===== src/rtl/multiphase_pwm_interleaver_pkg.sv =====
// Shared types and elaboration helpers for the multiphase PWM interleaver.
package pwm_pkg;

    typedef enum logic [1:0] {IDLE, DIV, STEP, ARMED} cfg_state_t;

    function automatic int nph_width(input int max_phases);
        return $clog2(max_phases + 1);
    endfunction

    function automatic int rst_offset(input int k, input int period,
                                      input int phases);
        return (k * period) / phases;
    endfunction

endpackage


===== src/rtl/multiphase_pwm_interleaver_seq_divider.sv =====
// Iterative restoring divider: one quotient bit per cycle, W-cycle latency.
module seq_divider #(
    parameter int W = 8
) (
    input  logic         clk,
    input  logic         rst,
    input  logic         start,
    input  logic [W-1:0] dividend,
    input  logic [W-1:0] divisor,
    output logic         done,
    output logic [W-1:0] quotient,
    output logic [W-1:0] remainder
);
    localparam int CW = $clog2(W + 1);

    logic [CW-1:0] r_left;
    logic [W-1:0]  r_quo;
    logic [W-1:0]  r_rem;
    logic [W-1:0]  r_dvs;
    logic [W:0]    w_shift;
    logic [W:0]    w_trial;
    logic          w_fit;

    assign w_shift = {r_rem, r_quo[W-1]};
    assign w_fit   = w_shift >= {1'b0, r_dvs};
    assign w_trial = w_shift - {1'b0, r_dvs};

    always_ff @(posedge clk) begin
        if (rst) begin
            r_left <= '0;
            r_quo  <= '0;
            r_rem  <= '0;
            r_dvs  <= '0;
        end else if (start) begin
            r_left <= CW'(W);
            r_quo  <= dividend;
            r_rem  <= '0;
            r_dvs  <= divisor;
        end else if (r_left != '0) begin
            r_left <= r_left - CW'(1);
            r_rem  <= w_fit ? w_trial[W-1:0] : w_shift[W-1:0];
            r_quo  <= {r_quo[W-2:0], w_fit};
        end
    end

    // Asserted during the final iteration; results are valid the next cycle.
    assign done      = r_left == CW'(1);
    assign quotient  = r_quo;
    assign remainder = r_rem;

endmodule


===== src/rtl/multiphase_pwm_interleaver.sv =====
// Runtime-programmable interleaved PWM with glitch-free reconfiguration.
module multiphase_pwm_interleaver
    import pwm_pkg::*;
#(
    parameter int MAX_PHASES = 4,
    parameter int PERIOD_W   = 8,
    parameter int RST_PERIOD = 128,
    parameter int NPH_W      = nph_width(MAX_PHASES)
) (
    input  logic                  clk,
    input  logic                  rst,
    input  logic                  en,
    input  logic [PERIOD_W-1:0]   duty,
    input  logic                  cfg_load,
    input  logic [PERIOD_W-1:0]   cfg_period,
    input  logic [NPH_W-1:0]      cfg_nph,
    output logic                  cfg_busy,
    output logic                  cfg_err,
    output logic                  sync,
    output logic [MAX_PHASES-1:0] pwm_ph
);
    cfg_state_t r_state;
    cfg_state_t w_state_nxt;

    logic [PERIOD_W-1:0]   r_per;
    logic [PERIOD_W-1:0]   r_cnt;
    logic [PERIOD_W-1:0]   r_duty_a;
    logic [PERIOD_W-1:0]   r_per_n;
    logic [NPH_W-1:0]      r_nph;
    logic [NPH_W-1:0]      r_nph_n;
    logic [NPH_W-1:0]      r_k;
    logic [PERIOD_W-1:0]   r_off  [MAX_PHASES];
    logic [PERIOD_W-1:0]   r_offn [MAX_PHASES];
    logic [PERIOD_W-1:0]   r_prev;
    logic [PERIOD_W:0]     r_acc;
    logic [MAX_PHASES-1:0] r_pwm;
    logic                  r_sync;
    logic                  r_err;

    logic                  w_wrap;
    logic                  w_req_ok;
    logic [NPH_W-1:0]      w_nph_req;
    logic                  w_div_done;
    logic [PERIOD_W-1:0]   w_quo;
    logic [PERIOD_W-1:0]   w_rem;
    logic [PERIOD_W:0]     w_sum;
    logic [PERIOD_W:0]     w_nph_ext;
    logic                  w_carry;
    logic [PERIOD_W:0]     w_acc_nxt;
    logic [PERIOD_W-1:0]   w_off_nxt;
    logic [MAX_PHASES-1:0] w_pwm;

    assign w_wrap   = en && (r_cnt == r_per - PERIOD_W'(1));
    assign w_req_ok = cfg_load && (r_state == IDLE)
                   && (cfg_period >= PERIOD_W'(2));

    always_comb begin
        w_nph_req = cfg_nph;
        if (cfg_nph == '0)
            w_nph_req = NPH_W'(1);
        else if (cfg_nph > NPH_W'(MAX_PHASES))
            w_nph_req = NPH_W'(MAX_PHASES);
    end

    seq_divider #(.W(PERIOD_W)) u_div (
        .clk       (clk),
        .rst       (rst),
        .start     (w_req_ok),
        .dividend  (cfg_period),
        .divisor   (PERIOD_W'(w_nph_req)),
        .done      (w_div_done),
        .quotient  (w_quo),
        .remainder (w_rem)
    );

    // Bresenham step: acc tracks (k*r) mod nph, carry bumps the offset.
    assign w_nph_ext = (PERIOD_W+1)'(r_nph_n);
    assign w_sum     = r_acc + {1'b0, w_rem};
    assign w_carry   = w_sum >= w_nph_ext;
    assign w_acc_nxt = w_carry ? w_sum - w_nph_ext : w_sum;
    assign w_off_nxt = r_prev + w_quo + PERIOD_W'(w_carry);

    always_ff @(posedge clk) begin
        if (rst)
            r_state <= IDLE;
        else
            r_state <= w_state_nxt;
    end

    always_comb begin
        w_state_nxt = r_state;
        unique case (r_state)
            IDLE:  if (w_req_ok) w_state_nxt = DIV;
            DIV:   if (w_div_done)
                       w_state_nxt = (MAX_PHASES > 1) ? STEP : ARMED;
            STEP:  if (r_k == NPH_W'(MAX_PHASES - 1))
                       w_state_nxt = ARMED;
            ARMED: if (w_wrap) w_state_nxt = IDLE;
            default: w_state_nxt = IDLE;
        endcase
    end

    always_ff @(posedge clk) begin
        if (rst) begin
            r_per    <= PERIOD_W'(RST_PERIOD);
            r_nph    <= NPH_W'(MAX_PHASES);
            r_duty_a <= '0;
            r_cnt    <= '0;
            r_per_n  <= '0;
            r_nph_n  <= '0;
            r_k      <= '0;
            r_prev   <= '0;
            r_acc    <= '0;
            for (int k = 0; k < MAX_PHASES; k++) begin
                r_off[k]  <= PERIOD_W'(rst_offset(k, RST_PERIOD, MAX_PHASES));
                r_offn[k] <= '0;
            end
        end else begin
            if (en)
                r_cnt <= w_wrap ? '0 : r_cnt + PERIOD_W'(1);
            if (w_wrap)
                r_duty_a <= duty;
            if (w_req_ok) begin
                r_per_n <= cfg_period;
                r_nph_n <= w_nph_req;
            end
            if (r_state == DIV && w_div_done) begin
                r_k    <= NPH_W'(1);
                r_prev <= '0;
                r_acc  <= '0;
            end
            if (r_state == STEP) begin
                for (int k = 1; k < MAX_PHASES; k++)
                    if (r_k == NPH_W'(k))
                        r_offn[k] <= w_off_nxt;
                r_prev <= w_off_nxt;
                r_acc  <= w_acc_nxt;
                r_k    <= r_k + NPH_W'(1);
            end
            // Commit lands on the wrap edge so the new period starts at cnt=0.
            if (r_state == ARMED && w_wrap) begin
                r_per <= r_per_n;
                r_nph <= r_nph_n;
                r_off <= r_offn;
            end
        end
    end

    for (genvar k = 0; k < MAX_PHASES; k++) begin : g_ph
        logic [PERIOD_W:0] w_dist;
        assign w_dist = (r_cnt >= r_off[k])
                      ? {1'b0, r_cnt} - {1'b0, r_off[k]}
                      : {1'b0, r_cnt} + {1'b0, r_per} - {1'b0, r_off[k]};
        assign w_pwm[k] = en && (NPH_W'(k) < r_nph)
                       && (w_dist < {1'b0, r_duty_a});
    end

    always_ff @(posedge clk) begin
        if (rst) begin
            r_pwm  <= '0;
            r_sync <= 1'b0;
            r_err  <= 1'b0;
        end else begin
            r_pwm  <= w_pwm;
            r_sync <= en && (r_cnt == '0);
            r_err  <= cfg_load && ((r_state != IDLE)
                                || (cfg_period < PERIOD_W'(2)));
        end
    end

    assign cfg_busy = r_state != IDLE;
    assign cfg_err  = r_err;
    assign sync     = r_sync;
    assign pwm_ph   = r_pwm;

endmodule


===== config.mk =====
export PLATFORM = sky130hd
export DESIGN_NAME = multiphase_pwm_interleaver
export DESIGN_NICKNAME = d
export VERILOG_FILES = /design/src/rtl/multiphase_pwm_interleaver_pkg.sv /design/src/rtl/multiphase_pwm_interleaver_seq_divider.sv /design/src/rtl/multiphase_pwm_interleaver.sv
export SDC_FILE = /design/constraint.sdc
export NUM_CORES = 1
export LEC_CHECK = 0
export ABC_CLOCK_PERIOD_IN_PS = 4300
export CORE_AREA = 2 2 136 138
export CTS_BUF_LIST = sky130_fd_sc_hd__clkbuf_4 sky130_fd_sc_hd__clkbuf_8
export CTS_CLUSTER_DIAMETER = 120
export CTS_CLUSTER_SIZE = 16
export DETAILED_ROUTE_END_ITERATION = 7
export DIE_AREA = 0 0 138 140
export GPL_TIMING_DRIVEN = 0
export PLACE_DENSITY = 0.74
export SYNTH_ARGS = -nofsm -noshare
export SYNTH_HDL_FRONTEND = slang
export SYNTH_SLANG_ARGS = --single-unit

===== constraint.sdc =====
create_clock -name clk -period 4.3 [get_ports clk]
set_input_delay 0.645 -clock clk [delete_from_list [all_inputs] [get_ports clk]]
set_output_delay 0.645 -clock clk [all_outputs]
set_load 0.05 [all_outputs]

Word-level counts from Yosys, hierarchy flattened
Index checks and enable logic that the tools add are counted.
{"block": "totals", "out_inout_bits": 7, "reg_bits": 134}
{"block": "op_classes", "reduce_logical": 28, "n_lt_le_gt_ge": 17, "muxes": 24, "n_eq_ne": 12, "add_sub_neg": 16}
{"operator": "$mux 9", "n": 7}
{"operator": "$mux 8", "n": 6}
{"operator": "$lt 9x8->1", "n": 4}
{"operator": "$sub 8x8->9", "n": 3}
{"operator": "$sub 9x8->9", "n": 3}
{"operator": "$ge 8x8->1", "n": 3}
{"operator": "$ge 9x3->1", "n": 2}
{"operator": "$logic_and 1x1->1", "n": 15}
{"operator": "$mux 3", "n": 4}
{"operator": "$add 8x8->9", "n": 1}
{"operator": "$add 9x8->9", "n": 1}
{"operator": "$sub 9x3->9", "n": 1}
{"operator": "$add 8x1->8", "n": 1}
{"operator": "$add 8x1->8 const B", "n": 1}
{"operator": "$add 8x8->8", "n": 1}
{"operator": "$eq 8x8->1", "n": 1}
{"operator": "$ge 8x1->1 const B", "n": 1}
{"operator": "$ge 8x2->1 const B", "n": 1}
{"operator": "$logic_not 8->1", "n": 1}
{"operator": "$lt 8x2->1 const B", "n": 1}
{"operator": "$mux 2", "n": 4}
{"operator": "$mux 4", "n": 2}
{"operator": "$pmux 2 s4", "n": 1}
{"operator": "$sub 8x1->8 const B", "n": 1}
{"operator": "other kinds (21)", "n": 31}

Longest topological paths before layout
Gate-level depths: netlist of run 1.
{"block": "logic_depth", "depth_word": 5, "mapped_depth": 21}

By module
Synthesis of run 1 repeated with hierarchy kept, for this count alone.
{"block": "hier_totals", "cells_unflattened": 1246, "hier_area_um2": 10218.6}
{"module": "multiphase_pwm_interleaver", "cells_per_inst": 1052, "seq_area_each_um2": 2282.2, "area_each_um2": 8635.8, "instances": 1}
{"module": "seq_divider", "cells_per_inst": 194, "seq_area_each_um2": 560.5, "area_each_um2": 1582.8, "instances": 1}

Worst setup path after synthesis of run 1
Ideal clock, no wire load.
{"block": "synth_path", "path_type": "reg-to-reg", "from": "register r_cnt[1]", "to": "register r_pwm[3] (netlist: pwm_ph[3])", "setup_ns": 0.092, "t_required_ns": 4.208, "synth_period_minus_slack_ns": 4.188, "setup_slack_ns": 0.112, "stages_incl_launch_ff": 20, "arrival_ns": 4.096, "cell_sequence": "dfxtp_1 > ha_1 > a21o_1 > a21oi_1 > o21bai_1 > a21oi_1 > xnor2_1 > ha_1 > or2_2 > a21oi_1 > a21oi_1 > xor2_1 > o221a_2 > ha_1 > or3b_2 > nor2_1 > nand2_1 > nor3_1 > a21boi_0 > o32ai_1"}
{"block": "synth_between", "elab_chain_len": 5, "word_cells_on_any_way": 7, "cone_classes": "add/sub: 3; order compare: 2; mux: 1; reduce/logical: 1"}
{"element": "from (decl)", "line_no": "multiphase_pwm_interleaver.sv:26", "rtl": "logic [PERIOD_W-1:0] r_cnt;"}
{"element": "from (signal assigned)", "line_no": "multiphase_pwm_interleaver.sv:120", "rtl": "r_cnt <= w_wrap ? '0 : r_cnt + PERIOD_W'(1);"}
{"element": "$add 8x8->9", "line_no": "multiphase_pwm_interleaver.sv:153", "rtl": ": {1'b0, r_cnt} + {1'b0, r_per} - {1'b0, r_off[k]};"}
{"element": "$sub 9x8->9", "line_no": "multiphase_pwm_interleaver.sv:153"}
{"element": "$mux 9 *", "line_no": "multiphase_pwm_interleaver.sv:152", "rtl": "? {1'b0, r_cnt} - {1'b0, r_off[k]}"}
{"element": "$lt 9x8->1 *", "line_no": "multiphase_pwm_interleaver.sv:155", "rtl": "&& (w_dist < {1'b0, r_duty_a});"}
{"element": "$logic_and 1x1->1 *", "line_no": "multiphase_pwm_interleaver.sv:155"}
{"element": "to (signal assigned)", "line_no": "multiphase_pwm_interleaver.sv:164", "rtl": "r_pwm <= w_pwm;"}
{"element": "to (decl)", "line_no": "multiphase_pwm_interleaver.sv:36", "rtl": "logic [MAX_PHASES-1:0] r_pwm;"}
Every way passes the cells marked *; elsewhere a longest branch is shown, timed or not.
A chain may end at the register's enable or synchronous reset.

Worst setup path in the final report of run 1
{"block": "layout_path", "from": "register r_cnt[0]", "to": "register r_pwm[1] (netlist: pwm_ph[1])"}
Same word-level chain as after synthesis.

==> impl_metrics.tcl, run 1 <==
set metrics [dict create \
    dpl_cell_area_um2 10200 \
    power_density_nw_per_um2 417 \
    fin_nets 1445 \
    fin_area_um2 11100 \
    ir_drop_mv 0.487 \
    numCtsBuffers 17 \
    synth_top_family_by_area "simple AND/OR/NAND/NOR gates" \
    die_w_um 138 \
    setup_violations 0 \
    cp.required_ns 4.67 \
    syn_area_um2 9610 \
    boundaryPins 30 \
    synth_edf_count 0 \
    drt-total-wl_mm 26.5 \
    first_global_vias 8699 \
    grtUsageMet2 0.481 \
    grt_pass1_wl_mm 43.1 \
    leakage_uw 0.00440 \
    post_drt_wl_per_cell_um 17.3 \
    syn-num-nets 1368 \
    finalCritPeriodShare 0.983 \
    tns_ns 0 \
    core_um2 17800 \
    synth-seq-area-share 0.279 \
    synth_largest_area_cell "dfxtp_1" \
    syn2layout_area_growth_pct 15.8 \
    hold_viol 0 \
    clock_skew_ns 0.0164 \
    clk_pin_slew_ns 0.09 \
    hp-class "reg2reg" \
    diodes 0 \
    arrival_ns 4.59 \
    yosys.cell_count.top_type "nand2_1" \
    status "finished clean" \
    ctsHtreeMaxLevel 4 \
    rows 49 \
    clock_path_buffers 2 \
    path_class "reg2reg" \
    fp.dieH_um 140 \
    synth_area_leaders "dfxtp_1 (28%), ha_1 (15%), a21oi_1 (6.5%)" \
    via_per_inst 5.82 \
    synth_cells 1215 \
    use_met3 0.0482 \
    grt.busiest_layer "met2" \
    critPathCaptureType "flip-flop" \
    worstPathMaxFanout 3 \
    clk_latency_ns 0.47 \
    synth_compound_area_frac 0.207 \
    synth_ff_type "dfxtp_1" \
    vias 8925 \
    cts-root-buf "clkbuf_8" \
    timing.final.crit_period_ns 4.23 \
    maxSlewHeadroom 0.268 \
    drive_above_1_share 0.105 \
    total_power_uw 4640 \
    port_buffers 28 \
    drv_cap 0 \
    fillers 1560 \
    postSynthAreaPerCell_um2 7.91 \
    die-area_um2 19300 \
    gp_congestion 0.927 \
    netlist_top_cells_count "nand2_1 (145), dfxtp_1 (134), a21oi_1 (124)" \
    ys_seq_elements 134 \
    tritoncts "done" \
    yosysTopAreaCellShare 0.279 \
    yosys.area_share.simple 0.210 \
    worstSetupStartpointType "flip-flop" \
    drc_errors 0 \
    grt_max_degree 17 \
    start_util 0.541 \
    dp_hpwl_mm 19.6 \
    use_met1 0.325 \
    grt.overflow.total 0 \
    slew_violations 0 \
    rsz0062_at_grt "true" \
    drt-pass1-iter-count 7 \
    synth_fa_ha_area_frac 0.179 \
    drt_iter0_markers 579 \
    holdBufCountCts 0 \
    antenna_left 0 \
    synth_cell_type_count 73 \
    async_reset_ff_frac 0 \
    synth_xor_area_frac 0.0565 \
    timing.fmax_ghz 0.237 \
    fin_hold_ws_ns 0.453 \
    ys_warn_count 0 \
    postLayoutCoreUtil 0.626 \
    tightest_slew_ns 1.08 \
    synth_mux_area_frac 0.0168 \
    antenna_found_initial 0 \
    track_usage 0.276 \
    clock-sinks 134 \
    top_regs "r_off (24), r_offn (24), r_acc (9)" \
]
-- power by group --
part | switching (uW) | leakage, uW | internal [uW] | total [uW]
Combinational | 1170 | 0.00309 | 791 | 1960
Clock | 564 | 0.000210 | 587 | 1150
Sequential | 145 | 0.00109 | 1380 | 1530
-- final cells by class --
type / count / area [um2] / area share
clock buffers: 17 / 234 / 0.0210
well taps: 229 / 287 / 0.0258
multi-input cells: 953 / 6690 / 0.601
clock inverters: 15 / 191 / 0.0172
flip-flops and latches: 134 / 2710 / 0.244
inverters: 80 / 303 / 0.0272
repair buffers: 58 / 505 / 0.0454
plain buffers: 48 / 208 / 0.0187
-- worst paths after layout --
| kind | depth (start not counted) | endpoint | startpoint | slack, ns |
|---|---|---|---|---|
| setup reg to reg | 17 | pwm_ph[1] | r_cnt[0] | 0.07 |
| hold / removal | 2 | r_per[0] | r_per_n[0] | 0.45 |
| hold reg to reg | 2 | r_per[0] | r_per_n[0] | 0.45 |
| setup / recovery | 17 | pwm_ph[1] | r_cnt[0] | 0.07 |
-- stage by stage --
step | worst slack [ns] | cells
detailed placement | -0.806 | 1472
CTS | 0.00269 | 1527
floorplan | 0.112 | 1215
global placement | -0.761 | 1472
global route | -0.0899 | 1534
finish | 0.0745 | 1534
-- placed cells by master, fill, tap and decap left out, types with 14 or more instances in the layout --
master | netlist | routed
a211oi_1 | 19 | 15
a21o_1 | 14 | 14
a21oi_1 | 124 | 120
buf_4 | 1 | 31
clkbuf_1 | 39 | 37
clkbuf_8 | 0 | 17
clkdlybuf4s50_1 | 0 | 28
dfxtp_1 | 134 | 120
ha_1 | 118 | 113
inv_1 | 79 | 77
mux2i_1 | 15 | 15
nand2_1 | 145 | 145
nand2b_1 | 22 | 22
nand3_1 | 48 | 47
nor2_1 | 101 | 99
nor2b_1 | 32 | 31
nor3_1 | 27 | 26
o21ai_0 | 61 | 52
xnor2_1 | 40 | 33
xor2_1 | 22 | 21
-- per-layer routing --
layer	wire, um	vias to the layer above
li1	-	4446
met1	11000	4132
met2	13000	258
met3	1340	89
met4	1240	0
met5	0	-
-- cells by family (layout without fill, tap and decap cells) --
group	count (synthesis)	in the layout
and+or+nand+nor	429	429
AOI/OAI and AO/OA	316	316
DFF	134	134
adders and majority gates	130	130
buffers and inverters	128	218
xor gates and xnor gates	62	62
muxes	16	16
-- critical path, cell delays in order, from the launching register on --
cell	delay, ns
dfxtp_4	0.36
ha_1	0.15
inv_1	0.06
fa_2	0.37
xnor2_2	0.38
ha_1	0.35
nor2b_1	0.14
o21ai_0	0.25
a21oi_1	0.15
or3_1	0.32
nand3_1	0.08
o21ai_0	0.14
ha_1	0.33
a211oi_1	0.28
nand2_1	0.11
a41oi_1	0.17
o21ai_0	0.12
a221oi_1	0.36
-- what timing repair did --
| action | 4_1_cts | 5_1_grt |
|---|---|---|
| setup buffers | 24 | 7 |
| pin swaps | 19 | 26 |
| endpoints found under the setup margin | 19 | 19 |
| resized for setup | 42 | 39 |
Power figures use the tool's default switching activity.
==> inputs of run 2 (changes only) <==
--- a/config.mk
+++ b/config.mk
@@ -12,7 +12,6 @@
 export CTS_CLUSTER_SIZE = 16
 export DETAILED_ROUTE_END_ITERATION = 7
 export DIE_AREA = 0 0 138 140
-export GPL_TIMING_DRIVEN = 0
 export PLACE_DENSITY = 0.74
 export SYNTH_ARGS = -nofsm -noshare
 export SYNTH_HDL_FRONTEND = slang
==> impl_metrics.tcl, run 2 (synthesized netlist as in run 1, its figures left out) <==
set metrics [dict create \
    status "complete, but fails checks" \
    failed_checks "setup timing" \
    path_buf_inv 3 \
    tritoncts "done" \
    rows 49 \
    boundaryPins 30 \
    first_global_vias 8157 \
    drive_above_1_share 0.0968 \
    tns_ns -0.0886 \
    die_w_um 138 \
    syn2layout_area_growth_pct 13.1 \
    ir_drop_mv 0.457 \
    timing.final.crit_period_ns 4.33 \
    post_drt_wl_per_cell_um 17.0 \
    r2r-end "r_offn[23]" \
    rsz0062_at_grt "true" \
    grt_pass1_wl_mm 40.9 \
    cp.required_ns 4.60 \
    slowest_delay_ns 0.57 \
    clk_latency_ns 0.46 \
    track_usage 0.260 \
    maxSlewHeadroom 0.284 \
    worstPathMaxFanout 4 \
    drt-total-wl_mm 25.5 \
    finalCritPeriodShare 1.01 \
    fp.dieH_um 140 \
    clk_pin_slew_ns 0.08 \
    postLayoutCoreUtil 0.611 \
    diodes 0 \
    gp_congestion 0.978 \
    hp-class "reg2reg" \
    holdPathEnd "r_off[18]" \
    layout_common_cells "nand2_1 (145), dfxtp_1 (130), a21oi_1 (119)" \
    top_regs "r_off (24), r_offn (24), r_acc (9)" \
    clock-sinks 134 \
    start_util 0.541 \
    drv_cap 0 \
    total_power_uw 4460 \
    dp_hpwl_mm 19.2 \
    ctsHtreeMaxLevel 4 \
    timing.fmax_ghz 0.231 \
    antenna_found_initial 0 \
    setup_ws_ns -0.0302 \
    grt.overflow.total 0 \
    fin_nets 1411 \
    clock_skew_ns 0.0154 \
    path_delay_family "compound AO/OA/AOI/OAI gates" \
    final_common_cell "nand2_1" \
    port_buffers 29 \
    reg2reg_setup_slack_ns -0.03 \
    grt_max_degree 89 \
    numCtsBuffers 17 \
    drt_iter0_markers 560 \
    leakage_uw 0.00433 \
    worstSetupPathDepth 20 \
    dpl_cell_area_um2 10300 \
    power_density_nw_per_um2 410 \
    holdPathStages 2 \
    arrival_ns 4.63 \
    via_per_inst 5.80 \
    min-delay-start "r_off[18]" \
    antenna_left 0 \
    vias 8693 \
    drt-pass1-iter-count 5 \
    worstSetupStartpointType "flip-flop" \
    fillers 1616 \
    slew_violations 0 \
    fin_area_um2 10900 \
    setup_violations 3 \
    hold_viol 0 \
    path_class "reg2reg" \
    holdBufCountCts 0 \
    critical-path-slowest-cell "fa_2" \
    die-area_um2 19300 \
    reg2reg_depth 20 \
    worstPathCellList "ha_4, inv_2, fa_2, inv_2, ha_4, nor2b_1, o21ai_1, nand2b_1, a211o_1, nand3b_1, or2_4, inv_4, fa_2, nor2b_1, o21ai_1, o22ai_2, o41ai_2, xnor2_2, xnor2_2, a211oi_2" \
    core_um2 17800 \
    critPathCaptureType "flip-flop" \
    cts-root-buf "clkbuf_8" \
    r2r-start "u_div.remainder[0]" \
    clock_path_buffers 2 \
    drc_errors 0 \
    tightest_slew_ns 1.07 \
]
## run 2: changes by cell type in the layout (fill, tap and decap cells not counted), sizes merged
cell / delta
buf: +6
bufinv: -2
clkbuf: -37
clkinv: +1
clkinvlp: -1
inv: -1
## run 2: through the flow
stage / cells / hold slack (ns) / worst slack [ns]
after CTS: 1493 / 0.459 / 0.0209
final: 1500 / 0.457 / -0.0302
after floorplan: 1215 / 0.432 / 0.112
after detailed placement: 1461 / 0.448 / 0.0483
after global routing: 1500 / 0.478 / -0.223
after global placement: 1461 / 0.443 / 0.154
## run 2: worst max-delay path by stage
| stage | slack [ns] | endpoint | start |
|---|---|---|---|
| finish | -0.03 | r_offn[23] | u_div.remainder[0] |
| global route | -0.22 | r_offn[15] | u_div.remainder[0] |
| CTS | 0.02 | r_offn[15] | r_acc[0] |
| detailed placement | 0.05 | r_offn[15] | r_acc[0] |
| global placement | 0.15 | r_offn[7] | r_acc[0] |
| floorplan | 0.11 | pwm_ph[3] | r_cnt[1] |
## run 2: what timing repair did
action,4_1_cts,5_1_grt
endpoints found under the setup margin,0,21
gates resized for setup,0,50
buffers inserted,0,7
## run 2: layout make-up
type	count	area, um2	share of cell area
clock buffer	20	275	0.0253
clock inverter	12	116	0.0107
inverter	80	303	0.0279
multi-input combinational	953	6590	0.606
sequential	134	2690	0.247
tap	229	287	0.0264
timing repair buffer	72	611	0.0562
## run 2: routing by layer
layer | wire (um) | vias to the layer above | global-route usage
met4 | 1030 | 0 | 0.114
met1 | 11200 | 4033 | 0.327
met3 | 1030 | 66 | 0.0352
met2 | 12200 | 216 | 0.447
met5 | 0 | - | 0
li1 | - | 4378 | -
## run 2: power breakdown
| group | switching [uW] | internal (uW) | leakage [uW] | total (uW) |
|---|---|---|---|---|
| Sequential | 127 | 1370 | 0.00109 | 1500 |
| Clock | 539 | 513 | 0.000202 | 1050 |
| Combinational | 1150 | 755 | 0.00304 | 1900 |
## run 2: tightest hold or removal path, stage by stage, from the launching register on
cell	delay [ns]
dfxtp_1	0.31
nand2_1	0.05
a21oi_1	0.05
